==> src/rtl/pcm_pkg.sv <==
`default_nettype none
// ============================================================================
//  Module      : pcm_pkg
//  Description : Shared definitions for the PCM blocks: serializer state
//                encoding and the default PCM word width.
//  Revision    : 1.0 - initial release
// ============================================================================
package pcm_pkg;

  // Default PCM word width used by the encoder / serializer family.
  localparam int c_pcm_width_default = 8;

  // Serializer frame state.
  typedef enum logic [1:0] {
    ST_IDLE  = 2'd0,
    ST_SHIFT = 2'd1,
    ST_GAP   = 2'd2
  } pcm_state_e;

endpackage : pcm_pkg
`default_nettype wire

==> src/rtl/pcm_shift_reg.sv <==
`default_nettype none
// ============================================================================
//  Module      : pcm_shift_reg
//  Description : Loadable shift register for the PCM serializer. The bit that
//                goes on the line at load time is presented on first_bit and is
//                not stored; the register keeps the remaining bits with the
//                next one to leave at its head (ser_out).
//  Revision    : 1.0 - initial release
// ============================================================================
module pcm_shift_reg #(
  parameter int WIDTH     = 8,
  parameter bit MSB_FIRST = 1'b1
) (
  input  logic             clk,
  input  logic             reset,
  input  logic             load,
  input  logic             shift,
  input  logic [WIDTH-1:0] din,
  output logic             first_bit,
  output logic             ser_out
);

  logic [WIDTH-1:0] r_data;
  logic [WIDTH-1:0] w_load_val;
  logic [WIDTH-1:0] w_shift_val;

  // Bit ordering is fixed at elaboration: MSB-first shifts left, LSB-first
  // shifts right. Vacated positions fill with zero and are never sent.
  generate
    if (MSB_FIRST) begin : g_msb_first
      assign first_bit   = din[WIDTH-1];
      assign w_load_val  = {din[WIDTH-2:0], 1'b0};
      assign w_shift_val = {r_data[WIDTH-2:0], 1'b0};
      assign ser_out     = r_data[WIDTH-1];
    end else begin : g_lsb_first
      assign first_bit   = din[0];
      assign w_load_val  = {1'b0, din[WIDTH-1:1]};
      assign w_shift_val = {1'b0, r_data[WIDTH-1:1]};
      assign ser_out     = r_data[0];
    end
  endgenerate

  // Load takes priority over shift; the controller never asserts both.
  always_ff @(posedge clk or posedge reset) begin
    if (reset) begin
      r_data <= '0;
    end else if (load) begin
      r_data <= w_load_val;
    end else if (shift) begin
      r_data <= w_shift_val;
    end
  end

endmodule : pcm_shift_reg
`default_nettype wire

==> src/rtl/pcm_par2ser.sv <==
`default_nettype none
// ============================================================================
//  Module      : pcm_par2ser
//  Description : Parallel-to-serial PCM converter. Accepts WIDTH-bit words on
//                a valid/ready handshake into a one-word holding buffer and
//                serialises them at the bit_en rate, with a sync pulse on the
//                first bit of each frame and GAP idle bits between frames.
//  Revision    : 1.0 - initial release
// ============================================================================
module pcm_par2ser
  import pcm_pkg::*;
#(
  parameter int WIDTH      = c_pcm_width_default,
  parameter bit MSB_FIRST  = 1'b1,
  parameter int GAP        = 0,
  parameter bit IDLE_LEVEL = 1'b0
) (
  input  logic             clk,
  input  logic             reset,
  input  logic             bit_en,
  input  logic [WIDTH-1:0] in_pcm,
  input  logic             in_valid,
  output logic             in_ready,
  output logic             out_pcm,
  output logic             out_sync,
  output logic             out_valid,
  output logic             busy
);

  localparam int c_bw = $clog2(WIDTH);
  localparam int c_gw = ($clog2(GAP + 1) > 1) ? $clog2(GAP + 1) : 1;

  localparam logic [c_bw-1:0] c_bit_last = c_bw'(WIDTH - 1);
  localparam logic [c_gw-1:0] c_gap_last = c_gw'((GAP > 0) ? (GAP - 1) : 0);

  // Holding buffer
  logic [WIDTH-1:0] r_hold_data;
  logic             r_hold_full;
  logic             w_accept;

  // Frame controller
  pcm_state_e       r_state;
  pcm_state_e       w_state_nxt;
  logic [c_bw-1:0]  r_bit_cnt;
  logic [c_bw-1:0]  w_bit_cnt_nxt;
  logic [c_gw-1:0]  r_gap_cnt;
  logic [c_gw-1:0]  w_gap_cnt_nxt;
  logic             r_out_pcm;
  logic             w_out_pcm_nxt;
  logic             r_out_sync;
  logic             w_out_sync_nxt;
  logic             r_out_valid;
  logic             w_out_valid_nxt;
  logic             w_load;
  logic             w_shift;
  logic             w_frame_end;

  // Shifter taps
  logic             w_first_bit;
  logic             w_ser_out;

  assign w_accept  = in_valid && !r_hold_full;
  assign in_ready  = !r_hold_full;
  assign out_pcm   = r_out_pcm;
  assign out_sync  = r_out_sync;
  assign out_valid = r_out_valid;
  assign busy      = (r_state != ST_IDLE) || r_hold_full;

  pcm_shift_reg #(
    .WIDTH     (WIDTH),
    .MSB_FIRST (MSB_FIRST)
  ) u_shift_reg (
    .clk       (clk),
    .reset     (reset),
    .load      (w_load),
    .shift     (w_shift),
    .din       (r_hold_data),
    .first_bit (w_first_bit),
    .ser_out   (w_ser_out)
  );

  // Holding buffer: accept is independent of bit_en; a load into the shifter
  // empties it. Load needs full and accept needs empty, so they never collide.
  always_ff @(posedge clk or posedge reset) begin
    if (reset) begin
      r_hold_full <= 1'b0;
      r_hold_data <= '0;
    end else if (w_load) begin
      r_hold_full <= 1'b0;
    end else if (w_accept) begin
      r_hold_full <= 1'b1;
      r_hold_data <= in_pcm;
    end
  end

  // Frame state, counters and registered line outputs.
  always_ff @(posedge clk or posedge reset) begin
    if (reset) begin
      r_state     <= ST_IDLE;
      r_bit_cnt   <= '0;
      r_gap_cnt   <= '0;
      r_out_pcm   <= IDLE_LEVEL;
      r_out_sync  <= 1'b0;
      r_out_valid <= 1'b0;
    end else begin
      r_state     <= w_state_nxt;
      r_bit_cnt   <= w_bit_cnt_nxt;
      r_gap_cnt   <= w_gap_cnt_nxt;
      r_out_pcm   <= w_out_pcm_nxt;
      r_out_sync  <= w_out_sync_nxt;
      r_out_valid <= w_out_valid_nxt;
    end
  end

  // Next-state logic. Everything advances only on a strobe; IDLE, the last
  // data bit (when GAP=0) and the last gap bit share one "frame boundary"
  // decision: start the buffered word if there is one, else go idle.
  always_comb begin
    w_state_nxt     = r_state;
    w_bit_cnt_nxt   = r_bit_cnt;
    w_gap_cnt_nxt   = r_gap_cnt;
    w_out_pcm_nxt   = r_out_pcm;
    w_out_sync_nxt  = r_out_sync;
    w_out_valid_nxt = r_out_valid;
    w_load          = 1'b0;
    w_shift         = 1'b0;
    w_frame_end     = 1'b0;

    if (bit_en) begin
      case (r_state)
        ST_IDLE: begin
          w_frame_end = 1'b1;
        end
        ST_SHIFT: begin
          if (r_bit_cnt == c_bit_last) begin
            if (GAP > 0) begin
              w_state_nxt     = ST_GAP;
              w_gap_cnt_nxt   = '0;
              w_out_pcm_nxt   = IDLE_LEVEL;
              w_out_sync_nxt  = 1'b0;
              w_out_valid_nxt = 1'b0;
            end else begin
              w_frame_end = 1'b1;
            end
          end else begin
            w_shift        = 1'b1;
            w_out_pcm_nxt  = w_ser_out;
            w_out_sync_nxt = 1'b0;
            w_bit_cnt_nxt  = r_bit_cnt + c_bw'(1);
          end
        end
        ST_GAP: begin
          if (r_gap_cnt == c_gap_last) begin
            w_frame_end = 1'b1;
          end else begin
            w_gap_cnt_nxt = r_gap_cnt + c_gw'(1);
          end
        end
        default: begin
          w_state_nxt = ST_IDLE;
        end
      endcase

      if (w_frame_end) begin
        if (r_hold_full) begin
          w_load          = 1'b1;
          w_state_nxt     = ST_SHIFT;
          w_bit_cnt_nxt   = '0;
          w_out_pcm_nxt   = w_first_bit;
          w_out_sync_nxt  = 1'b1;
          w_out_valid_nxt = 1'b1;
        end else begin
          w_state_nxt     = ST_IDLE;
          w_out_pcm_nxt   = IDLE_LEVEL;
          w_out_sync_nxt  = 1'b0;
          w_out_valid_nxt = 1'b0;
        end
      end
    end
  end

endmodule : pcm_par2ser
`default_nettype wire

==> config.mk <==
export PLATFORM = sky130hd
export DESIGN_NAME = pcm_par2ser
export DESIGN_NICKNAME = d
export VERILOG_FILES = /design/src/rtl/pcm_pkg.sv /design/src/rtl/pcm_shift_reg.sv /design/src/rtl/pcm_par2ser.sv
export SDC_FILE = /design/constraint.sdc
export NUM_CORES = 1
export LEC_CHECK = 0
export ABC_CLOCK_PERIOD_IN_PS = 3600
export CAP_MARGIN = 20
export CORE_UTILIZATION = 28
export CTS_CLUSTER_SIZE = 28
export DETAILED_ROUTE_END_ITERATION = 8
export HOLD_SLACK_MARGIN = 0.05
export PLACE_DENSITY_LB_ADDON = 0.25
export SLEW_MARGIN = 10
export SYNTH_ARGS = -nofsm -noshare
export SYNTH_HDL_FRONTEND = slang
export SYNTH_SLANG_ARGS = --single-unit
==> constraint.sdc <==
create_clock -name clk -period 3.6 [get_ports clk]
set_clock_uncertainty 0.2 [all_clocks]
set_input_delay 0.54 -clock clk [delete_from_list [all_inputs] [get_ports clk]]
set_output_delay 0.54 -clock clk [all_outputs]
set_load 0.02 [all_outputs]
* After elaboration in Yosys (flattened, before gate mapping)
Index checks and enable logic that the tools add are counted.
Word-level totals: input port bits 12, output and inout port bits 5, register bits 26
Operators by class: equal/unequal tests 5, mux-type cells 29, bitwise gates (word level) 1, add/subtract/negate cells 2, reduce and logical (&&, ||, !) cells 14
Operators with widths (count):
- $mux W1 | 20
- $mux W8 | 2
- $mux W3 | 4
- $reduce_and A2 Y1 | 4
- $reduce_bool A2 Y1 | 4
- $mux W2 | 2
- $ne A2 B1 Y1 const B | 2
- $add A3 B1 Y3 const B | 1
- $eq A3 B3 Y1 const B | 1
- $pmux W1 S3 | 1
- $reduce_and A3 Y1 | 1
- $reduce_or A3 Y1 | 1
- $eq A2 B1 Y1 const B | 1
- $eq A2 B2 Y1 const B | 1
- $logic_not A2 Y1 | 1
- $add A1 B1 Y1 const B | 1
- $logic_and A1 B1 Y1 | 1
- $logic_not A1 Y1 | 1
- $logic_or A1 B1 Y1 | 1
- $not A1 Y1 | 1

* Depth between registers and ports, before layout
Gate-level depths: netlist of run 1.
depth in word-level cells 8, depth in mapped cells 5, mapped depth without buffers 4

* Hierarchy
From an unflattened synthesis of run 1, not the netlist that was laid out.
Unflattened totals: cells, all modules 88, area, all modules 1053.5 sq um
Modules (own cells, without submodules):
- pcm_par2ser | sequential area each 400.4 sq um, area an instance 720.7 sq um, instances 1, cells an instance 56
- pcm_shift_reg | sequential area each 175.2 sq um, area an instance 332.8 sq um, instances 1, cells an instance 32

* Worst setup path before layout of run 1
No wires, ideal clock.
kind register to register, from register r_bit_cnt[0], to register r_bit_cnt[0], period minus slack after synthesis 1.576 ns, buffers on the path 0, required time 3.323 ns, arrival 1.298 ns, path slack 2.024 ns, stages on the path, launching flop included 5, setup time 0.077 ns, cell sequence dfrtp_1 -> ha_1 -> a21bo_4 -> or3_1 -> a21oi_1
On the way: word-level cells in the longest chain between the ends 5, elaborated cells between the ends (all ways) 9, classes of those cells add/sub (1); eq/ne (1); mux (7)
Ends and longest elaborated chain:
- start: declaration | line pcm_par2ser.sv:44 | logic [c_bw-1:0] r_bit_cnt;
- start signal: assignment | line pcm_par2ser.sv:107 | r_bit_cnt <= w_bit_cnt_nxt;
- $add A3 B1 Y3 or $eq A3 B3 Y1 (tied branches) | line pcm_par2ser.sv:149, pcm_par2ser.sv:135
- $mux W3 or $mux W1 (tied branches) | line pcm_par2ser.sv:135 | if (r_bit_cnt == c_bit_last) begin
- $mux W3 or $pmux W1 S3 (tied branches) | line pcm_par2ser.sv:130 | case (r_state)
- $mux W3 or $mux W1 (tied branches) | line pcm_par2ser.sv:165, pcm_par2ser.sv:129
- $mux W3 (*) | line pcm_par2ser.sv:164 | if (w_frame_end) begin
Every way passes the cells marked *; elsewhere a longest branch is shown, timed or not. The select of a mux whose other input is x is not followed. A chain may end at the register's enable or synchronous reset.

* Worst setup path after layout of run 1
from register r_hold_full, to output port busy
On the way: word-level cells in the longest chain between the ends 1
Ends and longest elaborated chain:
- start: declaration | line pcm_par2ser.sv:38 | logic r_hold_full;
- start signal: assignment | line pcm_par2ser.sv:86 | r_hold_full <= 1'b0;
- start signal: assignment | line pcm_par2ser.sv:89 | r_hold_full <= 1'b0;
- start signal: assignment | line pcm_par2ser.sv:91 | r_hold_full <= 1'b1;
- $logic_or A1 B1 Y1 | line pcm_par2ser.sv:67 | assign busy = (r_state != ST_IDLE) || r_hold_full;
- end: declaration | line pcm_par2ser.sv:27 | output logic busy
No other way between the ends.

==> impl_metrics.env, run 1 <==
export IMPL_required_ns=2.86
export IMPL_critPathArrivalTime_ns=1.64
export IMPL_placed_cell_area_um2=1220
export IMPL_grt_pass1_vias=808
export IMPL_diodes=0
export IMPL_instances_no_fill=153
export IMPL_die_w_um=62.4
export IMPL_hp_class="reg -> reg"
export IMPL_slew_viol_final=0
export IMPL_cts_repair_resized=0
export IMPL_ctsHtreeMaxLevel=1
export IMPL_endpoint="busy"
export IMPL_antenna_left=0
export IMPL_ir_worst_vdd_mv=0.330
export IMPL_gp_congestion=0.768
export IMPL_syn_to_final_growth_pct=21.8
export IMPL_tightest_slew_ns=0.866
export IMPL_cap_viol_max_count=0
export IMPL_syn_inst=91
export IMPL_crit_path_start_kind="register"
export IMPL_wl_per_cell_um=12.7
export IMPL_cts_num_sinks=23
export IMPL_dp_cells=149
export IMPL_die_area_um2=3890
export IMPL_yosys_warnings=0
export IMPL_postCtsSetupBuffers=0
export IMPL_synth_cell_types=26
export IMPL_hpwl_um=1370
export IMPL_p_per_area_nw_per_um2=759
export IMPL_drive_above_1_share_pct=13.1
export IMPL_yosysTopAreaCell="dfrtp_1"
export IMPL_avgSynthCellArea_um2=11.2
export IMPL_worstSkewPairLatency_ns=0.31
export IMPL_grt_pass1_wl_um=3530
export IMPL_overflow=0
export IMPL_clkTransAtPathRegs_ns=0.12
export IMPL_grt_max_degree=24
export IMPL_period_share_pct=66.1
export IMPL_ctsRootBufferMaster="clkbuf_4"
export IMPL_dieHeight_um=62.4
export IMPL_core_um2=3420
export IMPL_syn_nets=104
export IMPL_tns_ns=0
export IMPL_rr_worst_depth=4
export IMPL_setup_worst_path_end_class="primary output"
export IMPL_yosysSeqAreaShare_pct=56.4
export IMPL_regToRegStartpoint="r_bit_cnt[0]"
export IMPL_io_pins=17
export IMPL_vias=743
export IMPL_r2r_end="u_shift_reg.r_data[6]"
export IMPL_setup_violations_final=0
export IMPL_first_iter_violations=11
export IMPL_fin_crit_ns=2.38
export IMPL_syn_cell_area_um2=1020
export IMPL_cts_tree="yes"
export IMPL_initial_core_util_pct=29.9
export IMPL_cts_buffers=3
export IMPL_p_leak_nw=0.551
export IMPL_final_nets=121
export IMPL_synth_seq_cells=23
export IMPL_drt_total_wl_um=1950
export IMPL_ys_top_cells_by_area="dfrtp_1 56%, mux2_2 7.7%, o21ai_0 5.4%"
export IMPL_cp_max_fo=7
export IMPL_holdWs_ns=0.296
export IMPL_rrSetupSlack_ns=1.70
export IMPL_cts_hold_buf=0
export IMPL_crit_type="reg -> out"
export IMPL_synth_top_cell_area_share_pct=56.4
export IMPL_io_buffers=16
export IMPL_drc=0
export IMPL_slew_headroom_pct=42.2
export IMPL_antenna_found_initial=0
export IMPL_status="finished clean"
export IMPL_gr_usage_all_layers_pct=11.5
export IMPL_clock_path_buffers=2
export IMPL_avgViaCountPerCell=4.86
export IMPL_fin_area_um2=1240
export IMPL_cp_startpoint="r_hold_full"
export IMPL_hold_viol_final=0
export IMPL_drtPass1Iterations=4
export IMPL_rsz0062_at_grt="false"
export IMPL_max_freq_mhz=420
export IMPL_rows=21
-- where the power goes --
group          switching [W]  internal (W)  leakage [nW]
sequential         0.0000787      0.000375         0.278
clock              0.0000770     0.0000433        0.0150
combinational       0.000182      0.000189         0.258
total               0.000337      0.000607         0.551
-- worst min-delay path by stage --
| stage | startpoint | cells past startpoint | slack [ns] | end |
|---|---|---|---|---|
| finish | out_sync | 1 | 0.30 | out_sync |
| floorplan | u_shift_reg.r_data[6] | 1 | 0.27 | u_shift_reg.r_data[6] |
| global placement | out_sync | 1 | 0.28 | out_sync |
| global route | out_sync | 1 | 0.33 | out_sync |
| CTS | out_sync | 1 | 0.31 | out_sync |
| detailed placement | out_sync | 1 | 0.28 | out_sync |
-- state kept, by name, summed over array words and instances, names as in the netlist --
name,count
r_hold_full,1
out_pcm,1
r_hold_data,8
u_shift_reg.r_data,7
out_valid,1
r_state,1
r_bit_cnt,3
out_sync,1
-- cells in the final DEF (no fill, tap or decap) --
cell / count
dfrtp_1: 23
or2_2: 1
a21boi_4: 1
nand3_1: 7
inv_1: 5
a21oi_1: 2
nor3_1: 4
a221o_1: 3
o21ai_0: 11
or3_1: 1
nand2_1: 5
ha_1: 1
and3_1: 3
nor2b_1: 1
clkdlybuf4s50_1: 16
clkbuf_1: 1
a21o_1: 1
mux2i_1: 1
mux2_2: 7
a31oi_1: 4
nor2_2: 1
clkbuf_4: 3
a21bo_4: 1
a22o_1: 1
nor2_1: 2
nand3b_1: 1
-- kinds of logic (layout without fill, tap and decap cells) --
logic type | Yosys count | after routing | share of synthesized area (%)
AND/OR/NAND/NOR | 26 | 26 | 13.0
AO/OA/AOI/OAI | 24 | 24 | 16.8
flip-flops | 23 | 23 | 56.4
buffers and inverters | 9 | 25 | 3.92
multiplexers | 8 | 8 | 8.70
adder cells (fa/ha/maj) | 1 | 1 | 1.23
-- metrics by stage --
stage	setup WS [ns]	util, %	total power, W
after floorplan	2.02	-	0.000716
after global placement	1.27	35.6	0.000827
after detailed placement	1.22	35.6	0.000835
after CTS	1.21	36.4	0.000951
after global routing	1.17	36.4	0.00102
final	1.22	36.4	0.000944
-- worst max-delay path, stage by stage, from the launching register on --
cell	delay, ns
dfrtp_1	0.49
or2_2	0.30
clkdlybuf4s50_1	0.53
-- synthesized netlist by cell type --
cell type,n
buf_4,1
nor3_1,4
dfrtp_1,23
or3_1,1
nand3_1,7
nand2_1,5
nor2_2,1
a21bo_4,1
mux2i_1,1
a21oi_1,2
a21o_1,1
a221o_1,3
nor2b_1,1
or2_2,1
buf_2,2
nor2_1,2
o21ai_0,11
and3_1,3
inv_1,5
ha_1,1
a22o_1,1
clkbuf_1,1
nand3b_1,1
a21boi_4,1
mux2_2,7
a31oi_1,4
-- per-layer routing --
metal / wire length (µm) / vias up / share of wire [%] / GRT usage, %
met3: 60 / 5 / 3.1 / 2.19
met4: 31 / 0 / 1.6 / 5.23
met5: 0 / - / 0 / 0
met2: 904 / 11 / 46 / 19.2
met1: 951 / 369 / 49 / 14.4
li1: - / 358 / - / -
-- layout make-up --
cell class / count / area (µm²)
clock buffer: 4 / 26.3
fill: 369 / 2170
inverter: 5 / 18.8
multi-input combinational: 59 / 405
sequential: 23 / 576
tap: 46 / 57.6
timing repair buffer: 16 / 160
Power figures use the tool's default switching activity.
==> run 2: changes to the inputs <==
--- a/config.mk
+++ b/config.mk
@@ -5,7 +5,7 @@
 export SDC_FILE = /design/constraint.sdc
 export NUM_CORES = 1
 export LEC_CHECK = 0
-export ABC_CLOCK_PERIOD_IN_PS = 3600
+export ABC_CLOCK_PERIOD_IN_PS = 2240
 export CAP_MARGIN = 20
 export CORE_UTILIZATION = 28
 export CTS_CLUSTER_SIZE = 28
==> constraint.sdc (replaced) <==
create_clock -name clk -period 2.24 [get_ports clk]
set_clock_uncertainty 0.2 [all_clocks]
set_input_delay 0.336 -clock clk [delete_from_list [all_inputs] [get_ports clk]]
set_output_delay 0.336 -clock clk [all_outputs]
set_load 0.02 [all_outputs]
==> impl_metrics.env, run 2 (synthesis gave the netlist of run 1 again) <==
export IMPL_status="finished clean"
export IMPL_slew_headroom_pct=80.6
export IMPL_cts_repair_resized=0
export IMPL_largest_register="r_hold_data"
export IMPL_wl_per_cell_um=11.7
export IMPL_grt_pass1_vias=720
export IMPL_core_um2=3420
export IMPL_hp_class="in -> async"
export IMPL_dieHeight_um=62.4
export IMPL_cp_top_family="buffers and inverters"
export IMPL_final_common_cell="dfrtp_1"
export IMPL_ctsRootBufferMaster="clkbuf_4"
export IMPL_io_buffers=16
export IMPL_cp_buffers_inverters=1
export IMPL_die_area_um2=3890
export IMPL_p_leak_nw=0.573
export IMPL_tightest_slew_ns=0.290
export IMPL_critPathArrivalTime_ns=1.62
export IMPL_ir_worst_vdd_mv=0.389
export IMPL_holdWs_ns=0.146
export IMPL_clock_path_buffers=2
export IMPL_drive_above_1_share_pct=17.1
export IMPL_worstSkewPairLatency_ns=0.31
export IMPL_fin_crit_ns=2.16
export IMPL_postCtsSetupBuffers=0
export IMPL_drc=0
export IMPL_drt_total_wl_um=1830
export IMPL_regToRegStartpoint="r_bit_cnt[0]"
export IMPL_worstPathCellList="or2_2, clkdlybuf4s50_1"
export IMPL_slowest_stage="clkdlybuf4s50_1"
export IMPL_cts_num_sinks=23
export IMPL_rsz0062_at_grt="false"
export IMPL_crit_type="reg -> out"
export IMPL_reg_top3="r_hold_data (8), u_shift_reg.r_data (7), r_bit_cnt (3)"
export IMPL_hpwl_um=1370
export IMPL_gr_usage_all_layers_pct=10.5
export IMPL_overflow=0
export IMPL_cap_viol_max_count=0
export IMPL_ctsHtreeMaxLevel=1
export IMPL_final_nets=125
export IMPL_clkTransAtPathRegs_ns=0.13
export IMPL_initial_core_util_pct=29.9
export IMPL_cts_hold_buf=0
export IMPL_critPathMaxStageDelay_ns=0.54
export IMPL_slew_viol_final=0
export IMPL_antenna_found_initial=0
export IMPL_syn_to_final_growth_pct=24.9
export IMPL_tns_ns=0
export IMPL_largest_reg_flops=8
export IMPL_antenna_left=0
export IMPL_setup_worst_path_end_class="primary output"
export IMPL_max_freq_mhz=463
export IMPL_rows=21
export IMPL_diodes=0
export IMPL_layout_common_cells="23 x dfrtp_1, 16 x clkdlybuf4s50_1, 11 x o21ai_0"
export IMPL_hold_viol_final=0
export IMPL_drtPass1Iterations=4
export IMPL_cp_startpoint="r_hold_full"
export IMPL_die_w_um=62.4
export IMPL_cts_tree="yes"
export IMPL_p_per_area_nw_per_um2=1200
export IMPL_cts_buffers=3
export IMPL_gp_congestion=0.838
export IMPL_grt_max_degree=24
export IMPL_instances_no_fill=157
export IMPL_first_iter_violations=7
export IMPL_grt_pass1_wl_um=3160
export IMPL_required_ns=1.70
export IMPL_io_pins=17
export IMPL_period_share_pct=96.4
export IMPL_vias=748
export IMPL_dp_cells=153
export IMPL_setup_violations_final=0
export IMPL_crit_path_start_kind="register"
export IMPL_avgViaCountPerCell=4.76
export IMPL_cp_max_fo=7
## run 2: cell count changes in the layout (fill, tap and decap cells not counted)
| cell | before | now |
|---|---|---|
| buf_4 | 0 | 4 |
| clkbuf_1 | 1 | 0 |
| clkinv_2 | 0 | 1 |
## run 2: area by class of cell
cell class | instances | area [µm²]
clock buffers | 3 | 22.5
flip-flops and latches | 23 | 576
repair buffers | 20 | 190
multi-input cells | 59 | 405
inverters | 5 | 18.8
fillers | 362 | 2140
clock inverters | 1 | 5.00
well taps | 46 | 57.6
## run 2: metrics by stage
step | cell area (µm²) | power (W) | utilization (%) | worst slack (ns)
final | 1270 | 0.00153 | 37.3 | 0.0796
after global routing | 1270 | 0.00165 | 37.3 | 0.0303
after CTS | 1270 | 0.00155 | 37.3 | 0.0625
after detailed placement | 1250 | 0.00136 | 36.5 | 0.261
after global placement | 1250 | 0.00135 | 36.5 | 0.314
after floorplan | 1020 | 0.00115 | - | 0.664
## run 2: power breakdown
part / switching [W] / leakage, nW / internal, W
logic: 0.000286 / 0.278 / 0.000323
registers: 0.000126 / 0.278 / 0.000602
clock network: 0.000126 / 0.0177 / 0.0000667
total: 0.000538 / 0.573 / 0.000992
## run 2: path summary, 6_finish.rpt
check | end | slack [ns] | cells after the start
setup / recovery | busy | 0.08 | 2
hold / removal | r_hold_data[7] | 0.15 | 3
setup reg to reg | u_shift_reg.r_data[6] | 0.55 | 5
hold reg to reg | out_sync | 0.30 | 1
max in group asynchronous | out_valid | 1.47 | 3
min in group clk | out_sync | 0.30 | 1
## run 2: worst register-to-register path, stage by stage (launching register included)
cell and delay, ns:
dfrtp_1 0.39, ha_1 0.29, a21boi_4 0.10, buf_4 0.18, and3_1 0.19, a221o_1 0.25
## run 2: metal layers
layer	wire, µm	part of all wire [%]	track usage [%]
met5	0	0	0
met4	51	2.8	7.85
met3	53	2.9	1.82
met2	884	48	17.3
met1	843	46	12.1
==> run 3: changes to the inputs <==
--- a/config.mk
+++ b/config.mk
@@ -8,7 +8,6 @@
 export ABC_CLOCK_PERIOD_IN_PS = 2240
 export CAP_MARGIN = 20
 export CORE_UTILIZATION = 28
-export CTS_CLUSTER_SIZE = 28
 export DETAILED_ROUTE_END_ITERATION = 8
 export HOLD_SLACK_MARGIN = 0.05
 export PLACE_DENSITY_LB_ADDON = 0.25
==> results of run 3 <==
Same layout as run 2: the final DEF is identical, and so are final timing and power.
